`src/rtl/uart_rx_fifo.sv`:
```
// 8N1 UART receiver feeding a show-ahead byte FIFO for the JTAG command engine.
// Start bit is found on a synchronized falling edge; bits are sampled mid-cell.
module uart_rx_fifo #(
  parameter int unsigned CLK_HZ     = 12000000,
  parameter int unsigned BAUD       = 1000000,
  parameter int unsigned DEPTH_LOG2 = 4
) (
  input  logic                  CLK,
  input  logic                  nRST,
  input  logic                  RXD,
  input  logic                  RX_RD_REQ,
  output logic                  RX_EMPTY,
  output logic [7:0]            RX_DATA,
  output logic [DEPTH_LOG2:0]   RX_USEDW,
  output logic                  OVERRUN,
  output logic                  FRAME_ERR,
  input  logic                  CLR_ERR
);

  localparam int unsigned DIV   = CLK_HZ / BAUD;
  localparam int unsigned TMR_W = $clog2(DIV);
  localparam int unsigned DEPTH = 2 ** DEPTH_LOG2;
  localparam logic [TMR_W-1:0] TMR_FULL = TMR_W'(DIV - 1);
  localparam logic [TMR_W-1:0] TMR_HALF = TMR_W'(DIV / 2 - 1);

  localparam logic [1:0] S_IDLE  = 2'd0;
  localparam logic [1:0] S_START = 2'd1;
  localparam logic [1:0] S_DATA  = 2'd2;
  localparam logic [1:0] S_STOP  = 2'd3;

  if (DIV < 4) begin : g_bad_div
    $error("uart_rx_fifo: CLK_HZ/BAUD must be at least 4");
  end

  logic             r_sync1, r_sync2, r_prev;
  logic [1:0]       r_state, w_state;
  logic [TMR_W-1:0] r_tmr, w_tmr;
  logic [2:0]       r_idx, w_idx;
  logic [7:0]       r_shift, w_shift;
  logic             w_push, w_ferr, w_fall, w_tmr_exp;
  logic             r_frame_err, r_overrun;

  logic [7:0]        r_mem [DEPTH];
  logic [DEPTH_LOG2:0] r_wr_ptr, r_rd_ptr;
  logic              w_empty, w_full, w_pop, w_wr;

  // Two-flop synchronizer plus previous sample for edge detection
  always_ff @(posedge CLK or negedge nRST) begin
    if (!nRST) begin
      r_sync1 <= 1'b1;
      r_sync2 <= 1'b1;
      r_prev  <= 1'b1;
    end else begin
      r_sync1 <= RXD;
      r_sync2 <= r_sync1;
      r_prev  <= r_sync2;
    end
  end

  assign w_fall    = r_prev & ~r_sync2;
  assign w_tmr_exp = (r_tmr == '0);

  always_ff @(posedge CLK or negedge nRST) begin
    if (!nRST) begin
      r_state     <= S_IDLE;
      r_tmr       <= '0;
      r_idx       <= '0;
      r_shift     <= '0;
      r_frame_err <= 1'b0;
    end else begin
      r_state     <= w_state;
      r_tmr       <= w_tmr;
      r_idx       <= w_idx;
      r_shift     <= w_shift;
      r_frame_err <= w_ferr;
    end
  end

  // Receiver next-state: timer expiry marks the middle of each bit cell
  always_comb begin
    w_state = r_state;
    w_tmr   = w_tmr_exp ? r_tmr : r_tmr - TMR_W'(1);
    w_idx   = r_idx;
    w_shift = r_shift;
    w_push  = 1'b0;
    w_ferr  = 1'b0;
    case (r_state)
      S_IDLE: begin
        if (w_fall) begin
          w_state = S_START;
          w_tmr   = TMR_HALF;
        end
      end
      S_START: begin
        if (w_tmr_exp) begin
          if (r_sync2) begin
            w_state = S_IDLE;
          end else begin
            w_state = S_DATA;
            w_tmr   = TMR_FULL;
            w_idx   = 3'd0;
          end
        end
      end
      S_DATA: begin
        if (w_tmr_exp) begin
          w_shift = {r_sync2, r_shift[7:1]};
          w_tmr   = TMR_FULL;
          w_idx   = r_idx + 3'd1;
          if (r_idx == 3'd7) begin
            w_state = S_STOP;
          end
        end
      end
      S_STOP: begin
        if (w_tmr_exp) begin
          w_push  = r_sync2;
          w_ferr  = ~r_sync2;
          w_state = S_IDLE;
        end
      end
      default: w_state = S_IDLE;
    endcase
  end

  assign w_empty = (r_wr_ptr == r_rd_ptr);
  assign w_full  = (r_wr_ptr[DEPTH_LOG2] != r_rd_ptr[DEPTH_LOG2]) &&
                   (r_wr_ptr[DEPTH_LOG2-1:0] == r_rd_ptr[DEPTH_LOG2-1:0]);
  assign w_pop   = RX_RD_REQ & ~w_empty;
  // When full, a simultaneous pop frees the slot being written
  assign w_wr    = w_push & (~w_full | w_pop);

  always_ff @(posedge CLK or negedge nRST) begin
    if (!nRST) begin
      r_wr_ptr <= '0;
      r_rd_ptr <= '0;
      for (int unsigned i = 0; i < DEPTH; i++) begin
        r_mem[i] <= '0;
      end
    end else begin
      if (w_wr) begin
        r_mem[r_wr_ptr[DEPTH_LOG2-1:0]] <= r_shift;
        r_wr_ptr <= r_wr_ptr + (DEPTH_LOG2+1)'(1);
      end
      if (w_pop) begin
        r_rd_ptr <= r_rd_ptr + (DEPTH_LOG2+1)'(1);
      end
    end
  end

  // Sticky overrun; a new drop beats a simultaneous clear
  always_ff @(posedge CLK or negedge nRST) begin
    if (!nRST) begin
      r_overrun <= 1'b0;
    end else if (w_push && w_full && !w_pop) begin
      r_overrun <= 1'b1;
    end else if (CLR_ERR) begin
      r_overrun <= 1'b0;
    end
  end

  assign RX_EMPTY  = w_empty;
  assign RX_DATA   = r_mem[r_rd_ptr[DEPTH_LOG2-1:0]];
  assign RX_USEDW  = r_wr_ptr - r_rd_ptr;
  assign OVERRUN   = r_overrun;
  assign FRAME_ERR = r_frame_err;

endmodule

```
`config.mk`:
```
export PLATFORM = sky130hd
export DESIGN_NAME = uart_rx_fifo
export DESIGN_NICKNAME = d
export VERILOG_FILES = /design/src/rtl/uart_rx_fifo.sv
export SDC_FILE = /design/constraint.sdc
export NUM_CORES = 1
export LEC_CHECK = 0
export ABC_AREA = 1
export ABC_CLOCK_PERIOD_IN_PS = 2000
export CORE_UTILIZATION = 30
export CTS_CLUSTER_DIAMETER = 50
export DETAILED_ROUTE_END_ITERATION = 16
export GPL_TIMING_DRIVEN = 0
export SYNTH_ARGS = -nofsm -noshare
export SYNTH_HDL_FRONTEND = slang
export SYNTH_SLANG_ARGS = --single-unit
```
`constraint.sdc`:
```
create_clock -name CLK -period 2 [get_ports CLK]
set_input_delay 0.4 -clock CLK [delete_from_list [all_inputs] [get_ports CLK]]
set_output_delay 0.4 -clock CLK [all_outputs]
set_load 0.01 [all_outputs]
```
## Word level (Yosys, flattened, before mapping)

Cells that the tools add are included.

- $add $sub $neg: 5
- Order comparisons: 3
- Eq/ne operators: 13
- Multiplexer cells: 29
- Bitwise operators: 9
- Reductions and logical operators: 12

Operators by type and width:

| operator | number |
|---|---|
| bitwise mux 128 bit | 1 |
| binary-select mux 8 bit (select 4 bit) | 1 |
| demux 8 bit (select 4 bit) | 1 |
| 2-to-1 mux 8 bit | 3 |
| 2-to-1 mux 4 bit | 5 |
| 2-to-1 mux 2 bit | 6 |
| != test 2 bit, second input constant | 6 |
| one-hot mux 4 bit (3 select lines) | 1 |
| adder 5 x 1 -> 5 bit, second input constant | 2 |
| >= comparator 5 bit, second input constant | 2 |
| NOT 4 -> 5 bit | 2 |
| 2-to-1 mux 3 bit | 3 |
| one-hot mux 2 bit (4 select lines) | 1 |
| 2-to-1 mux 1 bit | 6 |
| one-hot mux 3 bit (2 select lines) | 1 |
| equality test 5 bit | 1 |
| < comparator 5 x 1 -> 1 bit, second input constant | 1 |
| AND reduction 5 bit | 1 |
| subtractor 5 bit | 1 |
| equality test 2 bit, second input constant | 2 |
| equality test 4 bit | 1 |
| logical AND 1 bit | 4 |
| logical NOT 4 bit | 1 |
| AND reduction 4 bit | 1 |
| other kinds (12) | 17 |

- Register bits after elaboration: 160
- Input port bits: 5
- Logic and storage cells: 98

## Logic depth before layout (Yosys ltp)

Gate-level depths: netlist of the first run.

- Depth after elaboration: 6
- Gate-level depth with buffers: 11
- Gate-level depth less buffers: 9

## Least setup slack after synthesis of the first run

Ideal clock, no wire load.

- Path kind: register to register
- Start: register r_rd_ptr[1]
- End: register r_mem[17] (netlist name)
- Setup time: 0.117 ns
- Arrival time: 1.996 ns
- Data required time: 1.883 ns
- Slack: -0.114 ns
- Stages on the path, launching flop included: 12
- Path buffers: 4
- Period minus slack after synthesis: 2.114 ns
- Cells stage by stage: dfrtp_1 -> buf_2 -> clkinv_1 -> clkbuf_1 -> ha_1 -> nand2_1 -> nor2_2 -> nand3_4 -> buf_6 -> buf_2 -> nand4_1 -> nand2_1

- Longest elaborated chain between the ends: 5
- Elaborated cells between the ends (all ways): 8
- Classes of those cells: eq/ne: 2; bitwise: 5; reduce/logical: 1

RTL lines:

| element | RTL line | RTL |
|---|---|---|
| start: declaration | 44 | `logic [DEPTH_LOG2:0] r_wr_ptr, r_rd_ptr;` |
| start signal: assignment | 146 | `r_rd_ptr <= r_rd_ptr + (DEPTH_LOG2+1)'(1);` |
| equality test 5 bit or equality test 4 bit (tied branches) | 126, 128 |  |
| NOT 1 bit or logical AND 1 bit (tied branches) | 129, 127 |  |
| bitwise AND 1 bit or NOT 1 bit (tied branches) | 129, 131 |  |
| OR 1 bit * | 131 | `assign w_wr = w_push & (~w_full \| w_pop);` |
| bitwise AND 1 bit * | 131 |  |
| end signal: indexed assignment | 142 | `r_mem[r_wr_ptr[DEPTH_LOG2-1:0]] <= r_shift;` |
| end: declaration | 43 | `logic [7:0] r_mem [DEPTH];` |

Mark *: on every way between the ends. The rest lies on a longest branch, timed or not.
A chain may end at the register's enable or synchronous reset.

## Worst setup path in the final report of the first run

- Start: register r_rd_ptr[0]
- End: output RX_USEDW[4]

- Longest elaborated chain between the ends: 1

RTL lines:

| element | RTL line | RTL |
|---|---|---|
| subtractor 5 bit | 164 | `assign RX_USEDW = r_wr_ptr - r_rd_ptr;` |
| end: declaration | 14 | `output logic [DEPTH_LOG2:0] RX_USEDW,` |

No other way between the ends.

==> impl_metrics.yaml, run 1 <==
synth:
  syn_inst: 1220
  yosysTopAreaCell: "dfrtp_1"
  synth_xor_area_frac: 0.0107
  ys.flop_type: "dfrtp_1"
  ys_types: 28
  ys_seq_area_frac: 0.444
  netlist.area_leader.share: 0.435
  muxShareOfSynthArea: 0
  syn_area_mm2: 0.00903
  synth.most_common_cell: "nand2_1"
  ys_warn_count: 0
  ys_ff_latch: 160
  synth_area_leaders: "dfrtp_1 (44%), nand2_1 (22%), nand4_1 (8.9%)"
  synthArstFlopShare: 1.00
  yosys.area_share.simple: 0.396
  synth-edff-count: 0
  synth-compound-area-share: 0.0116
  synth_common_cells: "nand2_1 (519), dfrtp_1 (157), inv_1 (150)"
  synth_fa_ha_area_frac: 0.0202
  synth_nets: 1239
  synth_top_family_by_area: "simple AND/OR/NAND/NOR gates"
  synth_area_per_cell_um2: 7.40
clock_network:
  insertion_delay_ns: 0.45
  root_buffer: "clkbuf_16"
  clockBufferDepth: 2
  clkTransAtPathRegs_ns: 0.06
  clock_sinks: 160
  cts.htree.levels: 4
  cts_buffers: 17
  cts_tree: "built"
sta:
  max_freq_ghz: 0.406
  fin_crit_ns: 2.46
  finalWorstSetupSlack_ns: -0.462
  setup_viol: 146
  worst_pin_slew_ns: 0.961
  rsz0062_at_grt: "yes"
  whs_ns: 0.355
  fin_crit_sh: 1.23
  final-max-slew-violation-count: 0
  relSlewSlack: 0.359
  fin_skew_ns: 0.0214
  hold_violations: 0
drt:
  routed-via-count: 8621
  drt_first_pass_iters: 8
  drt-initial-drc-count: 923
  totalWireLength_um: 30100
  antenna_left: 0
  drc_errors: 0
  viasPerCell: 5.05
  wire_per_inst_um: 17.7
global_routing:
  grt_use_total: 0.200
  grt_antenna_before_repair: 0
  grt_max_degree: 106
  grt_pass1_wl_um: 46900
  grt_pass1_vias: 8323
  grt_overflow: 0
power_and_ir_drop:
  power_density_mw_per_mm2: 1130
  ir_drop_mv: 0.778
  p_leak_nw: 5.96
  p_total_mw: 13.5
place:
  dp.cells: 1631
  port_buffers: 20
  dp.final_hpwl_um: 19100
  place_congestion: 0.891
job:
  cap_viol_max_count: 0
setup_path:
  r2r_slack_ns: -0.34
  critPathRequiredTime_ns: 1.60
  cp-end-kind: "output pin"
  r2r-start: "r_rd_ptr[1]$_DFFE_PN0P_"
  cp-start-kind: "flip-flop"
  crit_path_start: "r_rd_ptr[0]$_DFFE_PN0P_"
  r2r_end: "r_mem[7]$_DFFE_PN0P_"
  cp.arrival_ns: 2.06
  worstPathMaxFanout: 5
  crit_type: "reg -> out"
  r2r_cells: 14
  cp-endpoint: "RX_USEDW[4]"
finish:
  drive_gt1_frac: 0.226
  final_cells: 1706
  insertedDiodeCount: 0
  area_delta_synth_final_pct: 32.2
  final_nets: 1322
floorplanning:
  fp-row-count: 63
  core_mm2: 0.0296
  fp.dieW_um: 176
  dieHeight_um: 176
  initial_core_util: 0.305
  pin_count: 21
  dieArea_mm2: 0.0308
hold_path:
  whs_path_depth: 1
  hp-class: "in -> reg"
outcome:
  violations: "negative setup slack"
  status: "finished, violations left"
## routing by layer
layer | GRT usage | part of all wire
met1 | 0.271 | 0.44
met2 | 0.309 | 0.45
met3 | 0.0383 | 0.067
met4 | 0.0902 | 0.040
met5 | 0 | 0
## how the worst min path moves through the flow
stage | start | to | slack [ns]
global placement | r_sync1$_DFF_PN1_ | r_sync2$_DFF_PN1_ | 0.35
floorplan | nRST | FRAME_ERR$_DFF_PN0_ | 0.10
finish | RXD | r_sync1$_DFF_PN1_ | 0.35
detailed placement | r_sync1$_DFF_PN1_ | r_sync2$_DFF_PN1_ | 0.35
global route | RXD | r_sync1$_DFF_PN1_ | 0.35
CTS | RXD | r_sync1$_DFF_PN1_ | 0.35
## critical path, cell delays in order, from the launching register on
cell     delay, ns
dfrtp_2       0.47
buf_6         0.14
ha_4          0.15
fa_2          0.38
o21ai_2       0.16
xor2_1        0.16
buf_2         0.16
## power by group
| group | switching, mW | internal [mW] |
|---|---|---|
| Combinational | 3.73 | 2.61 |
| Sequential | 0.164 | 3.40 |
| Clock | 1.43 | 2.15 |
## kinds of logic after synthesis
| family | Yosys count |
|---|---|
| xor+xnor | 11 |
| buf+inv | 224 |
| simple gates | 790 |
| compound gates | 21 |
| fa+ha+maj | 14 |
| flops | 160 |
## area by class of cell
cell class / instances / area, µm²
clock inverters: 10 / 146
clock buffers: 22 / 494
fillers: 3015 / 17700
multi-input cells: 837 / 4490
well taps: 390 / 488
inverters: 153 / 599
flip-flops and latches: 160 / 4010
plain buffers: 70 / 764
repair buffers: 64 / 943
## registers in the layout, summed over array words and instances, names as in the netlist, named ones only
name       flops
FRAME_ERR      1
r_tmr          4
r_rd_ptr       5
r_sync2        1
r_wr_ptr       5
r_sync1        1
r_prev         1
OVERRUN        1
r_mem        128
r_shift        8
r_state        1
r_idx          3
## what timing repair did
item,4_1_cts,5_1_grt
cloned,18,1
buffers inserted,19,8
hold buffers,1,0
hold endpoints to repair,55,0
endpoints found under the setup margin,152,149
gates resized for setup,245,90
pin swaps,122,91
## metrics by stage
step | cell area [µm²] | setup TNS (ns) | worst slack, ns | util
after detailed placement | 9760 | -61.61 | -0.726 | 0.329
after global routing | 11900 | -51.15 | -0.542 | 0.403
after global placement | 9730 | -1085.48 | -6.46 | 0.328
final | 11900 | -43.32 | -0.462 | 0.403
after CTS | 11700 | -26.55 | -0.469 | 0.393
after floorplan | 9040 | 0 | 0.0184 | -
## cell usage in the layout, fill, tap and decap left out, drive strengths merged
| cell type | n |
|---|---|
| nand2 | 520 |
| dfrtp | 157 |
| inv | 154 |
| nand4 | 129 |
| nand3 | 113 |
| buf | 103 |
| clkbuf | 47 |
| nor2 | 27 |
| o21ai | 17 |
| ha | 13 |
| xor2 | 8 |
| clkdlybuf4s50 | 5 |
| clkinv | 5 |
| a21oi | 4 |
| bufinv | 3 |
| dfstp | 3 |
| xnor2 | 3 |
| nor3 | 1 |
| or2 | 1 |
| fa | 1 |
| clkinvlp | 1 |
| dlygate4sd3 | 1 |
Note: power is estimated with default switching activity, not from simulation.
==> run 2, diff against run 1 <==
--- a/config.mk
+++ b/config.mk
@@ -7,6 +7,7 @@
 export LEC_CHECK = 0
 export ABC_AREA = 1
 export ABC_CLOCK_PERIOD_IN_PS = 2000
+export CORE_ASPECT_RATIO = 0.7
 export CORE_UTILIZATION = 30
 export CTS_CLUSTER_DIAMETER = 50
 export DETAILED_ROUTE_END_ITERATION = 16
==> impl_metrics.yaml, run 2 (same netlist as run 1, synthesis figures left out) <==
outcome:
  status: "finished, violations left"
  violations: "negative setup slack"
setup_path:
  crit_type: "reg -> out"
  critPathRequiredTime_ns: 1.60
  r2r-start: "r_rd_ptr[1]$_DFFE_PN0P_"
  worstPathMaxFanout: 6
  crit_path_start: "r_rd_ptr[0]$_DFFE_PN0P_"
  cp.arrival_ns: 2.01
  cp-end-kind: "output pin"
  cp-start-kind: "flip-flop"
clock_network:
  cts_tree: "built"
  cts.htree.levels: 4
  cts_buffers: 17
  clock_sinks: 160
  root_buffer: "clkbuf_16"
  clkTransAtPathRegs_ns: 0.07
  insertion_delay_ns: 0.46
  clockBufferDepth: 2
sta:
  final-max-slew-violation-count: 0
  rsz0062_at_grt: "yes"
  hold_violations: 0
  fin_skew_ns: 0.0119
  setup_viol: 145
  relSlewSlack: 0.365
  fin_crit_sh: 1.21
  finalWorstSetupSlack_ns: -0.411
  max_freq_ghz: 0.415
  fin_crit_ns: 2.41
  whs_ns: 0.358
  setup_tns_ns: -21.91
  worst_pin_slew_ns: 0.952
finish:
  area_delta_synth_final_pct: 36.0
  top_register: "r_mem"
  final_cells: 1700
  reg.largest.list: "r_mem: 128 flops, r_shift: 8 flops"
  final_cell_mix: "nand2_1 (396), dfrtp_1 (155), inv_1 (142)"
  largest_reg_flops: 128
  final_cell_area_mm2: 0.0123
  final_nets: 1328
  final_common_cell: "nand2_1"
  drive_gt1_frac: 0.290
  utilization: 0.420
  insertedDiodeCount: 0
floorplanning:
  dieArea_mm2: 0.0308
  fp.dieW_um: 209
  fp-row-count: 52
  pin_count: 21
  dieHeight_um: 147
  initial_core_util: 0.309
  core_mm2: 0.0292
drt:
  antenna_left: 0
  viasPerCell: 5.20
  wire_per_inst_um: 19.0
  routed-via-count: 8841
  drt_first_pass_iters: 5
  totalWireLength_um: 32300
  drc_errors: 0
  drt-initial-drc-count: 931
global_routing:
  grt_max_degree: 87
  grt_use_total: 0.213
  grt_pass1_wl_um: 49500
  grt_antenna_before_repair: 0
  grt_pass1_vias: 8326
  grt_overflow: 0
  grt-busiest-layer: "met1"
  met3_usage: 0.0592
  grt.met2_usage: 0.293
  met1_usage: 0.311
power_and_ir_drop:
  power_density_mw_per_mm2: 1140
  seqPwrFrac: 0.254
  p_leak_nw: 6.05
  clkPwrFrac: 0.248
  switchingPower_mw: 5.81
  power.internal_mw: 8.17
  ir_drop_mv: 0.713
  swShare: 0.416
  comb_power_share: 0.498
hold_path:
  hp-start: "r_sync1$_DFF_PN1_"
  hp-class: "reg -> reg"
place:
  place_congestion: 0.917
  postPlaceCellArea_mm2: 0.00975
  port_buffers: 20
  dp.final_hpwl_um: 19600
  dp.cells: 1619
job:
  cap_viol_max_count: 0
==> run 2: cell count changes in the layout (fill, tap and decap cells not counted), sizes merged <==
cell | before | now
clkbuf | 47 | 44
inv | 154 | 158
clkinv | 5 | 6
buf | 103 | 108
bufinv | 3 | 2
==> run 2: cell type report <==
cell class	count	area [µm²]
fill	2812	16900
multi-input combinational	837	4810
sequential	160	4010
timing repair buffer	69	980
buffer	71	803
inverter	153	599
tap	378	473
clock buffer	18	439
clock inverter	14	166
==> run 2: power groups by stage <==
stage / Sequential (mW) / Clock, mW / Combinational, mW
after global routing: 3.58 / 3.64 / 7.35
after CTS: 3.55 / 3.49 / 6.49
after global placement: 3.60 / 0 / 4.51
final: 3.55 / 3.47 / 6.96
after detailed placement: 3.60 / 0 / 4.53
after floorplan: 3.56 / 0 / 2.76
==> run 2: metrics by stage <==
stage / worst slack, ns / power (mW)
3_5_place_dp: -0.882 / 8.13
4_1_cts: -0.386 / 13.5
2_1_floorplan: 0.0184 / 6.33
5_1_grt: -0.470 / 14.6
6_report: -0.411 / 14.0
3_3_place_gp: -6.52 / 8.11
==> run 2: worst paths after layout <==
check | to | slack [ns] | cells past startpoint
min reg2reg | r_sync2$_DFF_PN1_ | 0.36 | 0
max | RX_DATA[3] | -0.41 | 10
min | r_sync2$_DFF_PN1_ | 0.36 | 0
max in group asynchronous | r_mem[116]$_DFFE_PN0P_ | 0.63 | 3
max reg2reg | r_mem[7]$_DFFE_PN0P_ | -0.26 | 13
min in group asynchronous | r_mem[76]$_DFFE_PN0P_ | 0.53 | 2
==> run 2: critical path, cell delays in order (launching register included) <==
cell       delay (ns)
dfrtp_2          0.48
inv_4            0.13
buf_16           0.14
clkbuf_16        0.15
nand2_1          0.07
nand2_2          0.09
nand2_1          0.06
nand3_2          0.09
nand3_2          0.11
nand2_1          0.09
buf_2            0.14
==> run 2: what timing repair did <==
item / CTS / global route
setup buffers: 28 / 3
hold endpoints to repair: 74 / 0
hold buffers: 1 / 0
setup endpoints to repair: 152 / 151
pin swaps: 89 / 83
resized for setup: 306 / 111
cloned: 21 / 0
==> run 2: per-layer routing <==
layer | vias to the layer above | share of wire
met3 | 90 | 0.099
met1 | 4251 | 0.45
met4 | 0 | 0.038
li1 | 4095 | -
met5 | - | 0
met2 | 405 | 0.41
==> run 3, diff against run 2 <==
--- a/config.mk
+++ b/config.mk
@@ -12,6 +12,7 @@
 export CTS_CLUSTER_DIAMETER = 50
 export DETAILED_ROUTE_END_ITERATION = 16
 export GPL_TIMING_DRIVEN = 0
+export SKIP_LAST_GASP = 1
 export SYNTH_ARGS = -nofsm -noshare
 export SYNTH_HDL_FRONTEND = slang
 export SYNTH_SLANG_ARGS = --single-unit
==> impl_metrics.yaml, run 3 (same netlist as run 1, synthesis figures left out) <==
outcome:
  status: "finished, violations left"
  violations: "negative setup slack"
global_routing:
  met3_usage: 0.0616
  grt_antenna_before_repair: 0
  grt_overflow: 0
  grt_use_total: 0.214
  grt.met2_usage: 0.294
  grt-busiest-layer: "met1"
  grt_max_degree: 87
  met1_usage: 0.311
  grt_pass1_vias: 8329
  grt_pass1_wl_um: 49700
sta:
  setup_viol: 145
  fin_skew_ns: 0.0116
  hold_violations: 0
  worst_pin_slew_ns: 0.914
  relSlewSlack: 0.391
  fin_crit_sh: 1.22
  finalWorstSetupSlack_ns: -0.438
  rsz0062_at_grt: "yes"
  final-max-slew-violation-count: 0
  max_freq_ghz: 0.410
  setup_tns_ns: -21.37
  fin_crit_ns: 2.44
finish:
  final_cell_area_mm2: 0.0122
  final_nets: 1327
  reg.largest.list: "r_mem: 128 flops, r_shift: 8 flops"
  final_cell_mix: "nand2_1 (402), dfrtp_1 (155), inv_1 (142)"
  top_register: "r_mem"
  nFillCells: 2823
  largest_reg_flops: 128
  drive_gt1_frac: 0.285
  area_delta_synth_final_pct: 35.4
  insertedDiodeCount: 0
  final_cells: 1699
  final_common_cell: "nand2_1"
clock_network:
  clockBufferDepth: 2
  root_buffer: "clkbuf_16"
  cts.htree.levels: 4
  insertion_delay_ns: 0.45
  cts_buffers: 17
  clock_sinks: 160
  cts_tree: "built"
  clkTransAtPathRegs_ns: 0.07
drt:
  wire_per_inst_um: 18.9
  totalWireLength_um: 32100
  antenna_left: 0
  viasPerCell: 5.20
  drt_first_pass_iters: 5
  routed-via-count: 8830
  drt-initial-drc-count: 939
  drc_errors: 0
floorplanning:
  core_mm2: 0.0292
  dieHeight_um: 147
  initial_core_util: 0.309
  pin_count: 21
  dieArea_mm2: 0.0308
  fp.dieW_um: 209
  fp-row-count: 52
place:
  dp.cells: 1619
  dp.final_hpwl_um: 19600
  place_congestion: 0.917
  postPlaceCellArea_mm2: 0.00975
  port_buffers: 20
job:
  cap_viol_max_count: 0
setup_path:
  r2r_slack_ns: -0.24
  r2r_end: "r_mem[7]$_DFFE_PN0P_"
  cp.arrival_ns: 2.04
  r2r_cells: 13
  crit_type: "reg -> out"
  worstPathMaxFanout: 6
  cp-end-kind: "output pin"
  r2r-start: "r_rd_ptr[1]$_DFFE_PN0P_"
  cp-start-kind: "flip-flop"
  critPathRequiredTime_ns: 1.60
hold_path:
  min_to: "r_sync2$_DFF_PN1_"
  hp-class: "reg -> reg"
  hp-start: "r_sync1$_DFF_PN1_"
  whs_path_depth: 0
power_and_ir_drop:
  p_leak_nw: 6.04
  power_density_mw_per_mm2: 1140
  ir_drop_mv: 0.703
  p_total_mw: 13.9
[run 3: cell types whose count changed in the layout (fill, tap and decap cells not counted), moves of 2 or more]
cell	before	now
nand2_1	396	402
nand2_4	9	7
nand2_2	114	110
buf_8	14	16
[run 3: metrics by stage]
stage	setup slack, ns	utilization	hold slack (ns)
3_5_place_dp	-0.882	0.334	0.348
4_1_cts	-0.393	0.409	0.348
2_1_floorplan	0.0184	-	0.104
6_report	-0.438	0.419	0.358
5_1_grt	-0.471	0.419	0.362
3_3_place_gp	-6.52	0.333	0.349
[run 3: critical path: stages, from the launching register on]
cell and delay (ns):
dfrtp_2 0.48, inv_4 0.13, buf_16 0.14, clkbuf_16 0.15
nand2_1 0.05, nand2_1 0.11, nand2_1 0.08, nand3_2 0.09
nand3_2 0.11, nand2_1 0.10, buf_2 0.14
[run 3: final cells by class]
type | instances | area [µm²] | area share
multi-input cells | 837 | 4780 | 0.391
plain buffers | 70 | 783 | 0.0641
clock buffers | 18 | 439 | 0.0359
well taps | 378 | 473 | 0.0387
clock inverters | 14 | 166 | 0.0136
inverters | 153 | 599 | 0.0490
flip-flops and latches | 160 | 4010 | 0.328
repair buffers | 69 | 980 | 0.0801
[run 3: power by group]
group / internal [mW] / switching [mW]
Sequential: 3.40 / 0.157
Clock: 1.91 / 1.55
Combinational: 2.81 / 4.05
Total: 8.12 / 5.76
[run 3: layer usage]
layer | share of wire | vias to the layer above
met1 | 0.44 | 4203
li1 | - | 4101
met2 | 0.42 | 451
met4 | 0.033 | 0
met3 | 0.11 | 75
met5 | 0 | -
[run 3: worst max path at each step]
stage,slack [ns],startpoint,cells past startpoint,endpoint
after detailed placement,-0.88,r_rd_ptr[0]$_DFFE_PN0P_,10,RX_DATA[3]
after global placement,-6.52,nRST,1,r_mem[12]$_DFFE_PN0P_
after CTS,-0.39,r_rd_ptr[0]$_DFFE_PN0P_,10,RX_DATA[3]
final,-0.44,r_rd_ptr[0]$_DFFE_PN0P_,10,RX_DATA[3]
after floorplan,0.02,r_rd_ptr[1]$_DFFE_PN0P_,11,r_mem[17]$_DFFE_PN0P_
after global routing,-0.47,r_rd_ptr[0]$_DFFE_PN0P_,6,RX_USEDW[4]
[run 3: repair_timing]
item | in CTS | in global routing
setup buffers | 28 | 3
hold buffers | 1 | 0
endpoints found under the setup margin | 152 | 151
cloned | 21 | 0
endpoints found under the hold margin | 74 | 0
gates resized for setup | 298 | 111
pin swaps | 80 | 79
==> edit: new RTL, flow settings as in run 3 <==
Register the input `RXD` before use. The logic sees it one clock later. The other inputs are not delayed to match.
--- a/src/rtl/uart_rx_fifo.sv
+++ b/src/rtl/uart_rx_fifo.sv
@@ -30,2 +30,8 @@
 
+  logic RXD_q;
+
+  always_ff @(posedge CLK) begin
+    RXD_q <= RXD;
+  end
+
   if (DIV < 4) begin : g_bad_div
@@ -53,3 +59,3 @@
     end else begin
-      r_sync1 <= RXD;
+      r_sync1 <= RXD_q;
       r_sync2 <= r_sync1;
Behaviour: no difference found for any inputs over 10 cycles, from zero or initial values and one cycle with nRST low; that may be too few to reach the edited logic, so the function may still have changed.
==> edit against run 3 <==
- the run ends with negative hold slack, negative setup slack left
- synthesized cell count increased by 0.41%
- via count rose by 1.1%
- wire length grew 1.5%
- die area shrank 0.27%
- sequential cell count is 1 higher
- largest power group unchanged
- largest cell class unchanged
- synthesized area shrank 0.28%
- clock skew rose by 1.1 ps
- final area fell by 0.99%
- worst setup slack gained 3.2 ps
- highest routed layer unchanged
- power shrank 4.8%
==> edit: results (changes against run 3) <==
- Synth Flop Type: dfrtp_1 (unchanged)
- Asr flop ratio synth: 0.994 (was 1.00)
- Net Count, Synth: 1244 (was 1239)
- Clock skew: 12.7 ps (was 11.6 ps)
- Final nets: 1349 (was 1327)
- Critical R2R Capture: r_mem[7] (unchanged)
- Count of different cell masters after synthesis: 31 (was 28)
- Reg-to-Reg Start: r_rd_ptr[1] (unchanged)
- PortBufs: 20 (unchanged)
- Synth Warn #: 0 (unchanged)
- Final Hold Vio Count: 28 (was 0)
- Via density: 5.19 (was 5.20)
- R2R Setup Slk: -350 ps (was -240 ps)
- Worst slew pin tran: 941 ps (was 914 ps)
- H-tree depth: 4 (unchanged)
- Static leakage: 6.05 nW (was 6.04 nW)
- DP HPWL: 20100 um (was 19600 um)
- Outcome: finished, violations left (unchanged)
- Share of the yosys chip area belonging to registers: 0.447 (was 0.444)
- Initial antenna violation count: 0 (unchanged)
- Slowest cell delay on critical path: 450 ps (was 480 ps)
- Most frequent cells after synthesis: nand2_1 (523), dfrtp_1 (157), inv_1 (149), nand4_1 (130), nand3_1 (112) (was nand2_1 (519), dfrtp_1 (157), inv_1 (150), nand4_1 (129), nand3_1 (99))
- Setup ws final: -435 ps (was -438 ps)
- DRC: 0 (unchanged)
- Initial DRC Count: 853 (was 939)
- Drt first pass iters: 5 (unchanged)
- Worst endpoint data arrival time: 2030 ps
- Top cells by area, synth: dfrtp_1 (44%), nand2_1 (22%), nand4_1 (9.0%), nand3_1 (6.2%), inv_1 (6.2%) (was dfrtp_1 (44%), nand2_1 (22%), nand4_1 (8.9%), inv_1 (6.2%), nand3_1 (5.5%))
- Worst Hold Class: in -> async (was reg -> reg)
- # fillers: 2823 (unchanged)
- Final hold slack: -11.4 ps (was 358 ps)
- Vias in the first global route: 8499 (was 8329)
- Layout cells sized above 1: 0.255 (was 0.285)
- Count of final setup violators: 146 (was 145)
- First-pass GRT wire length: 49700 um (about the same)
- Total GRT Usage: 0.215 (was 0.214)
- Maximum VDD drop: 714 uV (was 703 uV)
- Pin count of the biggest net entering global routing: 92 (was 87)
- Biggest regs: r_mem: 128 flops, r_shift: 8 flops (unchanged)
- Total Wirelength: 32500 um (was 32100 um)
- Routability cong.: 0.966 (was 0.917)
- Worst reg2reg path depth: 13 (unchanged)
- Failing checks: negative hold slack, negative setup slack (was negative setup slack)
- Clock Path Buffers: 2 (unchanged)
edit: logic make-up after synthesis:
group | share of synthesized area
adder cells (fa/ha/maj) | 0.0203
buffers and inverters | 0.119
flip-flops | 0.447
AND/OR/NAND/NOR | 0.393
XOR/XNOR | 0.00973
AO/OA/AOI/OAI | 0.0108
edit: layout make-up:
| type | count | area (um2) | share of cell area |
|---|---|---|---|
| buffer | 70 | 753 | 0.0622 |
| clock buffer | 24 | 462 | 0.0381 |
| clock inverter | 8 | 92.6 | 0.00765 |
| inverter | 154 | 598 | 0.0494 |
| multi-input combinational | 839 | 4560 | 0.376 |
| sequential | 161 | 4030 | 0.333 |
| tap | 378 | 473 | 0.0391 |
| timing repair buffer | 87 | 1140 | 0.0942 |
edit: repair_timing:
action                                 CTS  global route
gates resized for setup                249           131
pin swaps                              107            95
endpoints found under the hold margin    0             0
cloned                                  19             1
setup endpoints to repair              152           151
buffers inserted                        43            11
hold buffers                             0             0
edit: where the power goes:
group / internal (W) / switching (W)
clock: 0.00186 / 0.00136
sequential: 0.00340 / 0.000125
combinational: 0.00279 / 0.00368
total: 0.00805 / 0.00517
edit: how the worst max path moves through the flow:
stage	start	to	cells after the start
after floorplan	r_rd_ptr[1]	r_mem[17]	11
after global placement	nRST	r_mem[3]	1
after global routing	r_rd_ptr[0]	RX_DATA[0]	12
after detailed placement	r_rd_ptr[1]	RX_DATA[4]	10
after CTS	r_rd_ptr[0]	RX_DATA[0]	10
final	r_rd_ptr[0]	RX_DATA[0]	11
edit: through the flow:
| step | area, um2 | cells | setup slack (ps) | hold slack [ps] | setup TNS, ps |
|---|---|---|---|---|---|
| finish | 12100 | 1721 | -435 | -11.4 | -32340 |
| global route | 12100 | 1721 | -479 | 36.7 | -38970 |
| CTS | 11700 | 1717 | -414 | 2.44 | -30240 |
| detailed placement | 9720 | 1624 | -783 | 291 | -70400 |
| global placement | 9680 | 1623 | -6490 | 287 | -1102690 |
| floorplan | 9010 | 1225 | 7.70 | 104 | 0 |
edit: layer usage:
metal / vias up / share of wire / track usage
met4: 0 / 0.024 / 0.0721
li1: 4128 / - / -
met5: - / 0 / 0
met2: 421 / 0.41 / 0.288
met1: 4309 / 0.46 / 0.318
met3: 73 / 0.11 / 0.0714
